[config.mk]
export PLATFORM = sky130hd
export DESIGN_NAME = operand_accumulator
export DESIGN_NICKNAME = d
export VERILOG_FILES = /design/src/rtl/operand_accumulator.sv
export SDC_FILE = /design/constraint.sdc
export NUM_CORES = 1
export LEC_CHECK = 0
export BUFFER_PORTS_ARGS = -buffer_cell sky130_fd_sc_hd__buf_2
export CAP_MARGIN = 20
export CORE_MARGIN = 10
export CORE_UTILIZATION = 29
export DETAILED_ROUTE_END_ITERATION = 8
export HOLD_SLACK_MARGIN = 0.15
export PLACE_DENSITY = 0.43
export SYNTH_ARGS = -nofsm -noshare
export SYNTH_HDL_FRONTEND = slang
export SYNTH_SLANG_ARGS = --single-unit
[constraint.sdc]
create_clock -name clk -period 3.22 [get_ports clk]
set_input_delay 0.644 -clock clk [delete_from_list [all_inputs] [get_ports clk]]
set_output_delay 0.644 -clock clk [all_outputs]
set_load 0.05 [all_outputs]
[src/rtl/operand_accumulator.sv]
// Operand accumulator: collects BCD digits into a display shift register,
// converts each completed entry to binary (operand A, then operand B) and
// offers the pair to the ALU with a valid/ack handshake.
// Latency: operand_done to operand register write is DIGITS+1 edges.
// Backpressure: busy is high while converting or while the pair awaits alu_ack;
// digit_enable/operand_done are ignored then.
// Ports: clk/reset (sync, active-high); digit_in/digit_enable/operand_done from
// the entry FSM; clear (user clear); alu_ack; display_bcd, operand_a/b,
// operands_valid, busy, digit_err outputs.
module operand_accumulator #(
  parameter int DIGITS = 4,
  parameter int BIN_W  = 14
) (
  input  logic                  clk,
  input  logic                  reset,
  input  logic [3:0]            digit_in,
  input  logic                  digit_enable,
  input  logic                  operand_done,
  input  logic                  clear,
  input  logic                  alu_ack,
  output logic [4*DIGITS-1:0]   display_bcd,
  output logic [BIN_W-1:0]      operand_a,
  output logic [BIN_W-1:0]      operand_b,
  output logic                  operands_valid,
  output logic                  busy,
  output logic                  digit_err
);

  localparam int CNT_W = $clog2(DIGITS + 1);
  localparam int IDX_W = (DIGITS > 1) ? $clog2(DIGITS) : 1;

  typedef enum logic [1:0] {COLLECT, CONVERT, PAIR_VALID} state_t;

  state_t             state, state_next;
  logic [CNT_W-1:0]   count;
  logic [IDX_W-1:0]   idx;
  logic [BIN_W-1:0]   acc;
  logic [BIN_W-1:0]   acc_next;
  logic [3:0]         nib;
  logic               slot_b;     // 0: next result goes to A, 1: to B
  logic               digit_ok;
  logic               capture;
  logic               last_step;

  assign digit_ok  = (digit_in <= 4'd9);
  assign capture   = (state == COLLECT) && digit_enable && digit_ok &&
                     (count < CNT_W'(DIGITS));
  assign last_step = (state == CONVERT) && (idx == IDX_W'(DIGITS - 1));

  // Most significant nibble is consumed first.
  always_comb begin
    nib      = display_bcd[4*(DIGITS-1-int'(idx)) +: 4];
    acc_next = acc * BIN_W'(10) + BIN_W'(nib);
  end

  // State register
  always_ff @(posedge clk) begin
    if (reset) state <= COLLECT;
    else       state <= state_next;
  end

  // Next-state logic; clear overrides every transition.
  always_comb begin
    state_next = state;
    if (clear) begin
      state_next = COLLECT;
    end else begin
      case (state)
        COLLECT:    if (operand_done) state_next = CONVERT;
        CONVERT:    if (last_step)    state_next = slot_b ? PAIR_VALID : COLLECT;
        PAIR_VALID: if (alu_ack)      state_next = COLLECT;
        default:                      state_next = COLLECT;
      endcase
    end
  end

  // State-decoded outputs
  always_comb begin
    busy           = (state != COLLECT);
    operands_valid = (state == PAIR_VALID);
  end

  // Datapath: digit capture, conversion accumulator, operand registers.
  always_ff @(posedge clk) begin
    if (reset) begin
      display_bcd <= '0;
      count       <= '0;
      idx         <= '0;
      acc         <= '0;
      slot_b      <= 1'b0;
      operand_a   <= '0;
      operand_b   <= '0;
      digit_err   <= 1'b0;
    end else begin
      digit_err <= 1'b0;
      if (clear) begin
        // Operands are retained; an in-flight conversion is simply dropped.
        display_bcd <= '0;
        count       <= '0;
        idx         <= '0;
        acc         <= '0;
        slot_b      <= 1'b0;
      end else begin
        case (state)
          COLLECT: begin
            if (digit_enable && !digit_ok) digit_err <= 1'b1;
            if (capture) begin
              display_bcd <= {display_bcd[4*DIGITS-5:0], digit_in};
              count       <= count + CNT_W'(1);
            end
            if (operand_done) begin
              idx <= '0;
              acc <= '0;
            end
          end
          CONVERT: begin
            acc <= acc_next;
            idx <= idx + IDX_W'(1);
            if (last_step) begin
              if (slot_b) operand_b <= acc_next;
              else        operand_a <= acc_next;
              slot_b      <= ~slot_b;
              display_bcd <= '0;
              count       <= '0;
            end
          end
          default: ;
        endcase
      end
    end
  end

endmodule

==> metrics.yaml, run 1 <==
logic_synthesis:
  synth_top_area_share_pct: 37.5
  synthesis.area_mm2: 0.00353
  yosysWarnings: 0
  synth_edf_count: 0
  yosysMostFrequentCell: "dfxtp_1"
  synth_seq_area_share_pct: 37.5
  ys_ff_latch: 66
  synth_ff_type: "dfxtp_1"
  yosys.area.top_type: "dfxtp_1"
  synth.area.top_cells: "dfxtp_1 37%, ha_1 8.5%, a21oi_1 6.1%"
  synth_cells: 408
  syn_nets: 444
  ys_async_sr_fraction_pct: 0
  avgSynthCellArea_um2: 8.64
  ys_types: 59
  synth_common_cells: "66 x dfxtp_1, 49 x nand2_1, 45 x nor2_1"
hold_path:
  whs_path_depth: 2
  min_path_type: "flip-flop to flip-flop"
die:
  initial_utilization_pct: 29.5
  die_x_um: 130
  core_mm2: 0.0120
  io_pins: 57
  rows: 40
  dieArea_mm2: 0.0170
  die_h_um: 130
setup_path:
  startpoint_type: "flip-flop"
  slowest_delay_ns: 0.56
  crit_chain: "ha_1, ha_1, fa_1, a21o_1, a21oi_2, xnor2_1, nand3_1, or4_4, a311oi_1"
  cpMaxStageDelayCell: "or4_4"
  cp_common_cell: "ha_1"
  crit_path_max_fanout: 4
  cp.arrival_ns: 3.25
  r2r_cells: 9
  cp.required_ns: 3.46
  path_class: "flip-flop to flip-flop"
  endpoint_kind: "flip-flop"
clocking:
  insertion_delay_ns: 0.33
  cts_max_level: 3
  cts.sinks: 66
  holdBufCountCts: 0
  cts_made_buffers: 9
  cts.clk_slew.worst_paths_ns: 0.06
  cts_tree: "yes"
  cts-root-buf: "clkbuf_16"
  clk_path_buf_depth: 2
finish:
  n_antenna_cell: 0
  nets: 498
  fillers: 1245
  syn2layout_area_growth_pct: 20.6
  design_area_mm2: 0.00425
  drive_above_1_share_pct: 22.5
sta:
  fmax_ghz: 0.332
  layout_setup_ws_ns: 0.209
  slew_viol_final: 0
  period_share_pct: 93.5
  setup_violations: 0
  fin_skew_ns: 0.00671
  hold_slack_ns: 0.453
  rsz0062_at_grt: "true"
  worstMarginPinSlew_ns: 0.718
  finalHoldViolCount: 0
  fin_crit_ns: 3.01
  relSlewSlack_pct: 52.2
grt:
  antenna_found_initial: 0
  gr-total-overflow: 0
  grt_pass1_wl_um: 15600
  grt_pass1_vias: 3019
  grt_usage_pct: 11.6
  grt_max_degree: 34
route:
  drt-total-wl_um: 9750
  dr.pass1.iters: 4
  routedWlPerCell_um: 15.9
  antenna_left: 0
  post-route-drc-count: 0
  viasPerCell: 5.08
  first_iter_violations: 176
  vias: 3121
place:
  dp_hpwl_um: 7420
  dpl-instance-area_mm2: 0.00395
  place.gp.congestion: 0.780
  port_buffers: 56
  place_ws_ns: 0.0782
power_and_ir_drop:
  swShare_pct: 23.5
  power_frac_comb_pct: 3.9
  power_leakage_uw: 0.00174
  p_int_uw: 1400
  clkPwrFrac_pct: 51.2
  irDropWorstVdd_mv: 0.193
  p_sw_uw: 431
  power_density_mw_per_mm2: 431
  seqPwrFrac_pct: 44.9
run_status:
  status: "finished clean"
job:
  cap_violations: 0
==> state kept, by name (all words and copies together), names as in the netlist <==
signal,cells
display_bcd,16
acc,13
idx,2
operand_a,14
digit_err,1
operand_b,14
state,2
count,3
slot_b,1
==> cell usage in the layout (no fill, tap or decap), types with 3 or more instances in the layout <==
master       n
a21o_1       4
a22oi_1      7
clkbuf_16    9
nor2b_1      4
nand4_1      4
a21oi_1     42
clkinvlp_4   3
or3_1        4
o21ai_1      4
dfxtp_1     66
nand3_1     23
mux4_2       4
nor2_1      45
nor3_2       3
ha_1        24
o2111ai_1    3
inv_1        9
o21a_1       3
xnor2_1     10
o21ai_0      7
nand2_1     49
xor2_1       6
buf_2       56
a211oi_1    16
buf_4        9
nor3_1       4
==> area by class of cell <==
cell class / instances / area, µm² / share of cell area (%)
multi-input combinational: 311 / 2080 / 48.8
sequential: 66 / 1320 / 31.1
tap: 147 / 184 / 4.33
inverter: 9 / 33.8 / 0.795
clock inverter: 5 / 36.3 / 0.853
clock buffer: 11 / 253 / 5.94
timing repair buffer: 65 / 348 / 8.18
==> worst max-delay path: cells and delay by family (launching register included) <==
family                     cells  cell delay, ns
DFF                            1            0.34
and+or+nand+nor                2            0.70
xor gates and xnor gates       1            0.20
adders and majority gates      3            0.96
AOI/OAI and AO/OA              3            0.72
==> power groups by stage <==
stage	logic, µW	registers, µW	clock network, µW
finish	71.8	824	938
global route	78.9	824	1010
CTS	73.5	824	974
detailed placement	73.3	842	0
global placement	72.8	842	0
floorplan	40.9	847	0
==> logic make-up (layout without fill, tap and decap cells) <==
| group | count (synthesis) | in the layout | share of synthesized area, % |
|---|---|---|---|
| compound gates | 107 | 107 | 20.5 |
| xor+xnor | 17 | 17 | 4.44 |
| fa+ha+maj | 26 | 26 | 9.65 |
| buf+inv | 31 | 90 | 4.12 |
| flops | 66 | 66 | 37.5 |
| mux | 6 | 6 | 3.16 |
| simple gates | 155 | 155 | 20.7 |
==> metrics by stage <==
stage               total power [µW]  std cells  TNS (ns)  utilization [%]
floorplan                        888        408         0                -
global route                    1910        614   -0.0491             35.5
detailed placement               915        597         0             33.0
CTS                             1870        613         0             35.4
finish                          1830        614         0             35.5
global placement                 914        597         0             33.0
==> path summary, 6_finish.rpt <==
path	start	endpoint	slack, ns
min reg2reg	operand_b[1]$_SDFFE_PP0P_	operand_b[1]$_SDFFE_PP0P_	0.45
max	acc[1]$_SDFFE_PP0P_	operand_b[12]$_SDFFE_PP0P_	0.21
min	operand_b[1]$_SDFFE_PP0P_	operand_b[1]$_SDFFE_PP0P_	0.45
max reg2reg	acc[1]$_SDFFE_PP0P_	operand_b[12]$_SDFFE_PP0P_	0.21
==> what timing repair did <==
action | in CTS | in global routing
resized for setup | 0 | 2
buffers inserted | 0 | 1
endpoints found under the setup margin | 0 | 4
endpoints found under the hold margin | 0 | 0
==> metal layers <==
layer	share of wire (%)	global-route usage [%]
met5	0	0
met4	1.2	3.77
met3	6.6	3.61
met2	44	17.7
met1	48	15.3
(Power assumes the default switching activity.)
==> run 2: changes to the inputs <==
==> constraint.sdc (replaced) <==
create_clock -name clk -period 3.9 [get_ports clk]
set_input_delay 0.78 -clock clk [delete_from_list [all_inputs] [get_ports clk]]
set_output_delay 0.78 -clock clk [all_outputs]
set_load 0.05 [all_outputs]
==> run 2 against run 1 <==
Effect of this change:
- utilization is 0.33 points lower
- final cell count is 0.65% lower
- count of clock-buffer cells in the layout stayed put
- hold slack better by 0.0046 ns
- maximum frequency is 5.1% lower
==> metrics.yaml, run 2 (same netlist as run 1, synthesis figures left out) <==
place:
  place.gp.congestion: 0.821
  port_buffers: 56
  place_ws_ns: 0.747
  dp_hpwl_um: 7370
setup_path:
  cp.required_ns: 4.13
  path_class: "flip-flop to flip-flop"
  cp.arrival_ns: 3.41
  startpoint_type: "flip-flop"
  crit_path_max_fanout: 4
  endpoint_kind: "flip-flop"
finish:
  layout_commonest_cell: "dfxtp_1"
  top_regs: "display_bcd: 16 flops, operand_a: 14 flops, operand_b: 14 flops"
  syn2layout_area_growth_pct: 19.4
  mostFrequentLayoutCells: "66 x dfxtp_1, 56 x buf_2, 49 x nand2_1"
  largest_reg_flops: 16
  nets: 494
  fillers: 1237
  largest-register: "display_bcd"
  finalCoreUtilization_pct: 35.2
  drive_above_1_share_pct: 21.2
  n_antenna_cell: 0
clocking:
  cts_max_level: 3
  cts.sinks: 66
  insertion_delay_ns: 0.33
  cts_made_buffers: 9
  cts-root-buf: "clkbuf_16"
  postCtsSetupRepairBufs: 0
  cts_resized: 0
  cts.clk_slew.worst_paths_ns: 0.06
  holdBufCountCts: 0
  cts_tree: "yes"
  clk_path_buf_depth: 2
die:
  die_h_um: 130
  rows: 40
  initial_utilization_pct: 29.5
  core_mm2: 0.0120
  dieArea_mm2: 0.0170
  io_pins: 57
  die_x_um: 130
sta:
  setup_violations: 0
  layout_setup_ws_ns: 0.727
  finalHoldViolCount: 0
  slew_viol_final: 0
  fin_crit_ns: 3.17
  worstMarginPinSlew_ns: 0.873
  fin_skew_ns: 0.00686
  fmax_ghz: 0.315
  hold_slack_ns: 0.458
  relSlewSlack_pct: 41.6
  rsz0062_at_grt: "false"
  tns_ns: 0
  period_share_pct: 81.3
route:
  viasPerCell: 5.02
  dr.pass1.iters: 4
  routedWlPerCell_um: 16.1
  post-route-drc-count: 0
  first_iter_violations: 205
  antenna_left: 0
  vias: 3062
  drt-total-wl_um: 9800
power_and_ir_drop:
  power_uw: 1500
  irDropWorstVdd_mv: 0.142
  power_density_mw_per_mm2: 356
  power_leakage_uw: 0.00172
hold_path:
  min_path_type: "flip-flop to flip-flop"
job:
  cap_violations: 0
grt:
  gr-total-overflow: 0
  grt_max_degree: 34
  grt_pass1_vias: 3016
  grt_pass1_wl_um: 15700
  grt_usage_pct: 11.8
  antenna_found_initial: 0
run_status:
  status: "finished clean"
-- run 2: cell types whose count changed in the layout (fill, tap and decap cells not counted), sizes merged --
| cell | before | now |
|---|---|---|
| buf | 65 | 61 |
| clkinv | 1 | 3 |
| clkinvlp | 3 | 1 |
-- run 2: through the flow --
stage | std cells | area (µm²)
after floorplan | 408 | 3530
after global placement | 593 | 3920
after detailed placement | 593 | 3920
after CTS | 609 | 4200
after global routing | 610 | 4210
final | 610 | 4210
-- run 2: area by class of cell --
type / count / area, µm² / area share (%)
clock inverter: 5 / 38.8 / 0.921
inverter: 9 / 33.8 / 0.802
timing repair buffer: 61 / 322 / 7.64
clock buffer: 11 / 243 / 5.76
tap: 147 / 184 / 4.37
multi-input combinational: 311 / 2070 / 49.1
sequential: 66 / 1320 / 31.4
-- run 2: worst max-delay path: stages, from the launching register on --
cell and delay (ns):
dfxtp_1 0.34, ha_1 0.30, ha_1 0.23, fa_1 0.43, a21o_1 0.21, a21oi_1 0.34
xnor2_1 0.22, nand3_1 0.14, or4_4 0.56, a311oi_1 0.28
-- run 2: worst paths after layout --
kind | to | cells past startpoint | startpoint | slack (ns)
setup reg to reg | operand_b[12]$_SDFFE_PP0P_ | 9 | acc[1]$_SDFFE_PP0P_ | 0.73
setup / recovery | operand_b[12]$_SDFFE_PP0P_ | 9 | acc[1]$_SDFFE_PP0P_ | 0.73
hold reg to reg | operand_b[4]$_SDFFE_PP0P_ | 2 | operand_b[4]$_SDFFE_PP0P_ | 0.46
hold / removal | operand_b[4]$_SDFFE_PP0P_ | 2 | operand_b[4]$_SDFFE_PP0P_ | 0.46
-- run 2: per-layer routing --
| metal | vias to the layer above | global-route usage, % | wire [µm] |
|---|---|---|---|
| li1 | 1571 | - | - |
| met1 | 1415 | 15.4 | 4880 |
| met2 | 67 | 17.7 | 4290 |
| met3 | 9 | 3.89 | 506 |
| met4 | 0 | 4.17 | 123 |
| met5 | - | 0 | 0 |
-- run 2: power breakdown --
part | internal (µW) | switching [µW] | total (µW) | leakage (µW)
combinational | 15.4 | 43.6 | 58.9 | 0.00105
clock | 451 | 311 | 762 | 0.000136
sequential | 677 | 3.51 | 681 | 0.000532
==> run 3: changes to the inputs <==
--- a/config.mk
+++ b/config.mk
@@ -5,13 +5,14 @@
 export SDC_FILE = /design/constraint.sdc
 export NUM_CORES = 1
 export LEC_CHECK = 0
+export ABC_AREA = 1
 export BUFFER_PORTS_ARGS = -buffer_cell sky130_fd_sc_hd__buf_2
 export CAP_MARGIN = 20
 export CORE_MARGIN = 10
 export CORE_UTILIZATION = 29
 export DETAILED_ROUTE_END_ITERATION = 8
 export HOLD_SLACK_MARGIN = 0.15
-export PLACE_DENSITY = 0.43
+export PLACE_DENSITY = 0.44
 export SYNTH_ARGS = -nofsm -noshare
 export SYNTH_HDL_FRONTEND = slang
 export SYNTH_SLANG_ARGS = --single-unit
==> constraint.sdc (replaced) <==
create_clock -name clk -period 2.8 [get_ports clk]
set_input_delay 0.56 -clock clk [delete_from_list [all_inputs] [get_ports clk]]
set_output_delay 0.56 -clock clk [all_outputs]
set_load 0.05 [all_outputs]
==> run 3 against run 2 <==
Effect of this change:
- wire length grew 1.9%
- register-to-register slack got worse by 0.45 ns
- final cell count increased by 14%
- count of clock-buffer cells in the layout unchanged
- critical path depth grew 4
- largest cell class unchanged
- highest routed layer unchanged
==> metrics.yaml, run 3 <==
place:
  place.gp.congestion: 0.837
  place_ws_ns: 0.103
  port_buffers: 56
  dpl-instance-area_mm2: 0.00396
  dp_cells: 678
  dp_hpwl_um: 7570
setup_path:
  cp.arrival_ns: 2.78
  endpoint_kind: "flip-flop"
  r2r_cells: 13
  path_class: "flip-flop to flip-flop"
  cp.required_ns: 3.05
  r2r-end: "acc[9]$_SDFFE_PP0P_"
  r2r_start: "idx[0]$_SDFFE_PP0P_"
  startpoint_type: "flip-flop"
  crit_start: "idx[0]$_SDFFE_PP0P_"
  crit_path_max_fanout: 12
  r2r_slack_ns: 0.27
job:
  cap_violations: 0
finish:
  mostFrequentLayoutCells: "113 x nand2_1, 65 x dfxtp_1, 58 x inv_1"
  layout_commonest_cell: "nand2_1"
  drive_above_1_share_pct: 19.7
  largest-register: "display_bcd"
  syn2layout_area_growth_pct: 20.5
  top_regs: "display_bcd: 16 flops, operand_a: 14 flops, operand_b: 14 flops"
  largest_reg_flops: 16
  nets: 578
  final_cell_count_no_fill: 694
  design_area_mm2: 0.00429
  n_antenna_cell: 0
sta:
  fin_skew_ns: 0.00495
  setup_violations: 0
  period_share_pct: 90.2
  slew_viol_final: 0
  fin_crit_ns: 2.53
  rsz0062_at_grt: "true"
  worstMarginPinSlew_ns: 0.713
  relSlewSlack_pct: 52.4
  finalHoldViolCount: 0
  fmax_ghz: 0.396
  layout_setup_ws_ns: 0.273
logic_synthesis:
  synth_edf_count: 0
  ys_async_sr_fraction_pct: 0
  yosysWarnings: 0
  yosysMostFrequentCell: "nand2_1"
  synth_common_cells: "113 x nand2_1, 66 x dfxtp_1, 60 x inv_1"
  synth_seq_area_share_pct: 37.2
  ys_ff_latch: 66
  avgSynthCellArea_um2: 7.29
  yosys.area.top_type: "dfxtp_1"
  syn_nets: 524
  synth.area.top_cells: "dfxtp_1 37%, nand2_1 12%, ha_1 8.4%"
  synthesis.area_mm2: 0.00356
  synth_cells: 488
  synth_ff_type: "dfxtp_1"
  ys_types: 36
  synth_top_area_share_pct: 37.2
route:
  dr.pass1.iters: 4
  antenna_left: 0
  viasPerCell: 4.78
  post-route-drc-count: 0
  first_iter_violations: 153
  drt-total-wl_um: 9980
  routedWlPerCell_um: 14.4
  vias: 3318
clocking:
  insertion_delay_ns: 0.32
  cts_tree: "yes"
  clk_path_buf_depth: 2
  cts_max_level: 3
  cts.clk_slew.worst_paths_ns: 0.06
  cts-root-buf: "clkbuf_16"
  cts_made_buffers: 9
  cts.sinks: 66
hold_path:
  hold_start: "acc[11]$_SDFFE_PP0P_"
  holdPathEnd: "acc[11]$_SDFFE_PP0P_"
  whs_path_depth: 2
  min_path_type: "flip-flop to flip-flop"
die:
  die_h_um: 131
  initial_utilization_pct: 29.6
  dieArea_mm2: 0.0171
  die_x_um: 131
  core_mm2: 0.0120
  io_pins: 57
  rows: 40
grt:
  grt_usage_pct: 12.0
  gr-total-overflow: 0
  grt_pass1_wl_um: 16400
  antenna_found_initial: 0
  grt_max_degree: 38
  grt_pass1_vias: 3322
power_and_ir_drop:
  power_density_mw_per_mm2: 515
  power_leakage_uw: 0.00200
  irDropWorstVdd_mv: 0.305
run_status:
  status: "finished clean"
==> run 3: cell count changes after synthesis, sizes merged, moves of 7 or more <==
cell and change:
a21oi +11, o21ai +21, a22oi -7, nand2 +65
inv +58, nand3 +13, xnor2 -7, a211oi -13
clkbuf -11
==> run 3: repair_timing <==
action,in CTS,in global routing
hold buffers,0,0
buffers inserted,0,0
resized for setup,0,4
setup endpoints to repair,0,18
==> run 3: final cells by class <==
type                       count  area [µm²]
timing repair buffer          59         303
sequential                    66        1320
inverter                      67         251
multi-input combinational    339        1910
clock inverter                 5        61.3
fill                        1306        7730
tap                          147         184
clock buffer                  11         253
==> run 3: kinds of logic after synthesis <==
| kind of cell | synth area share [%] |
|---|---|
| and+or+nand+nor | 25.7 |
| AOI/OAI and AO/OA | 16.8 |
| buffers and inverters | 9.32 |
| DFF | 37.2 |
| adders and majority gates | 9.57 |
| xor gates and xnor gates | 1.48 |
==> run 3: worst max-delay path by stage <==
stage,endpoint,slack (ns),cells after the start
after floorplan,operand_b[13]$_SDFFE_PP0P_,0.25,14
after global placement,acc[9]$_SDFFE_PP0P_,0.11,12
after detailed placement,acc[9]$_SDFFE_PP0P_,0.10,12
after CTS,acc[9]$_SDFFE_PP0P_,0.09,12
after global routing,operand_b[13]$_SDFFE_PP0P_,-0.01,15
final,acc[9]$_SDFFE_PP0P_,0.27,13
==> run 3: worst max-delay path: stages (launching register included) <==
cell and delay [ns]:
dfxtp_2 0.38, inv_2 0.13, nor2_1 0.05, o22ai_1 0.17, ha_1 0.18, inv_1 0.05
fa_1 0.39, o21ai_0 0.18, nand2_1 0.13, nor2_4 0.13, nand3_2 0.12, xor2_1 0.32
nand2_1 0.09, a21oi_1 0.13
==> run 3: through the flow <==
step | util [%] | setup TNS, ns | total power (µW) | hold WS (ns)
after floorplan | - | 0 | 1020 | 0.448
after global placement | 33.0 | 0 | 1050 | 0.466
after detailed placement | 33.0 | 0 | 1050 | 0.465
after CTS | 35.6 | 0 | 2240 | 0.474
after global routing | 35.7 | -0.0112 | 2300 | 0.498
final | 35.7 | 0 | 2210 | 0.470
==> run 3: routing by layer <==
layer	vias up	part of all wire (%)	global-route usage (%)
met5	-	0	0
li1	1703	-	-
met4	0	0.95	3.66
met3	8	5.0	3.59
met2	74	47	19.8
met1	1533	47	14.6
==> run 3: power breakdown <==
group          internal (µW)  switching [µW]
combinational           19.0            65.6
sequential               943            4.84
clock                    741             433
total                   1700             503
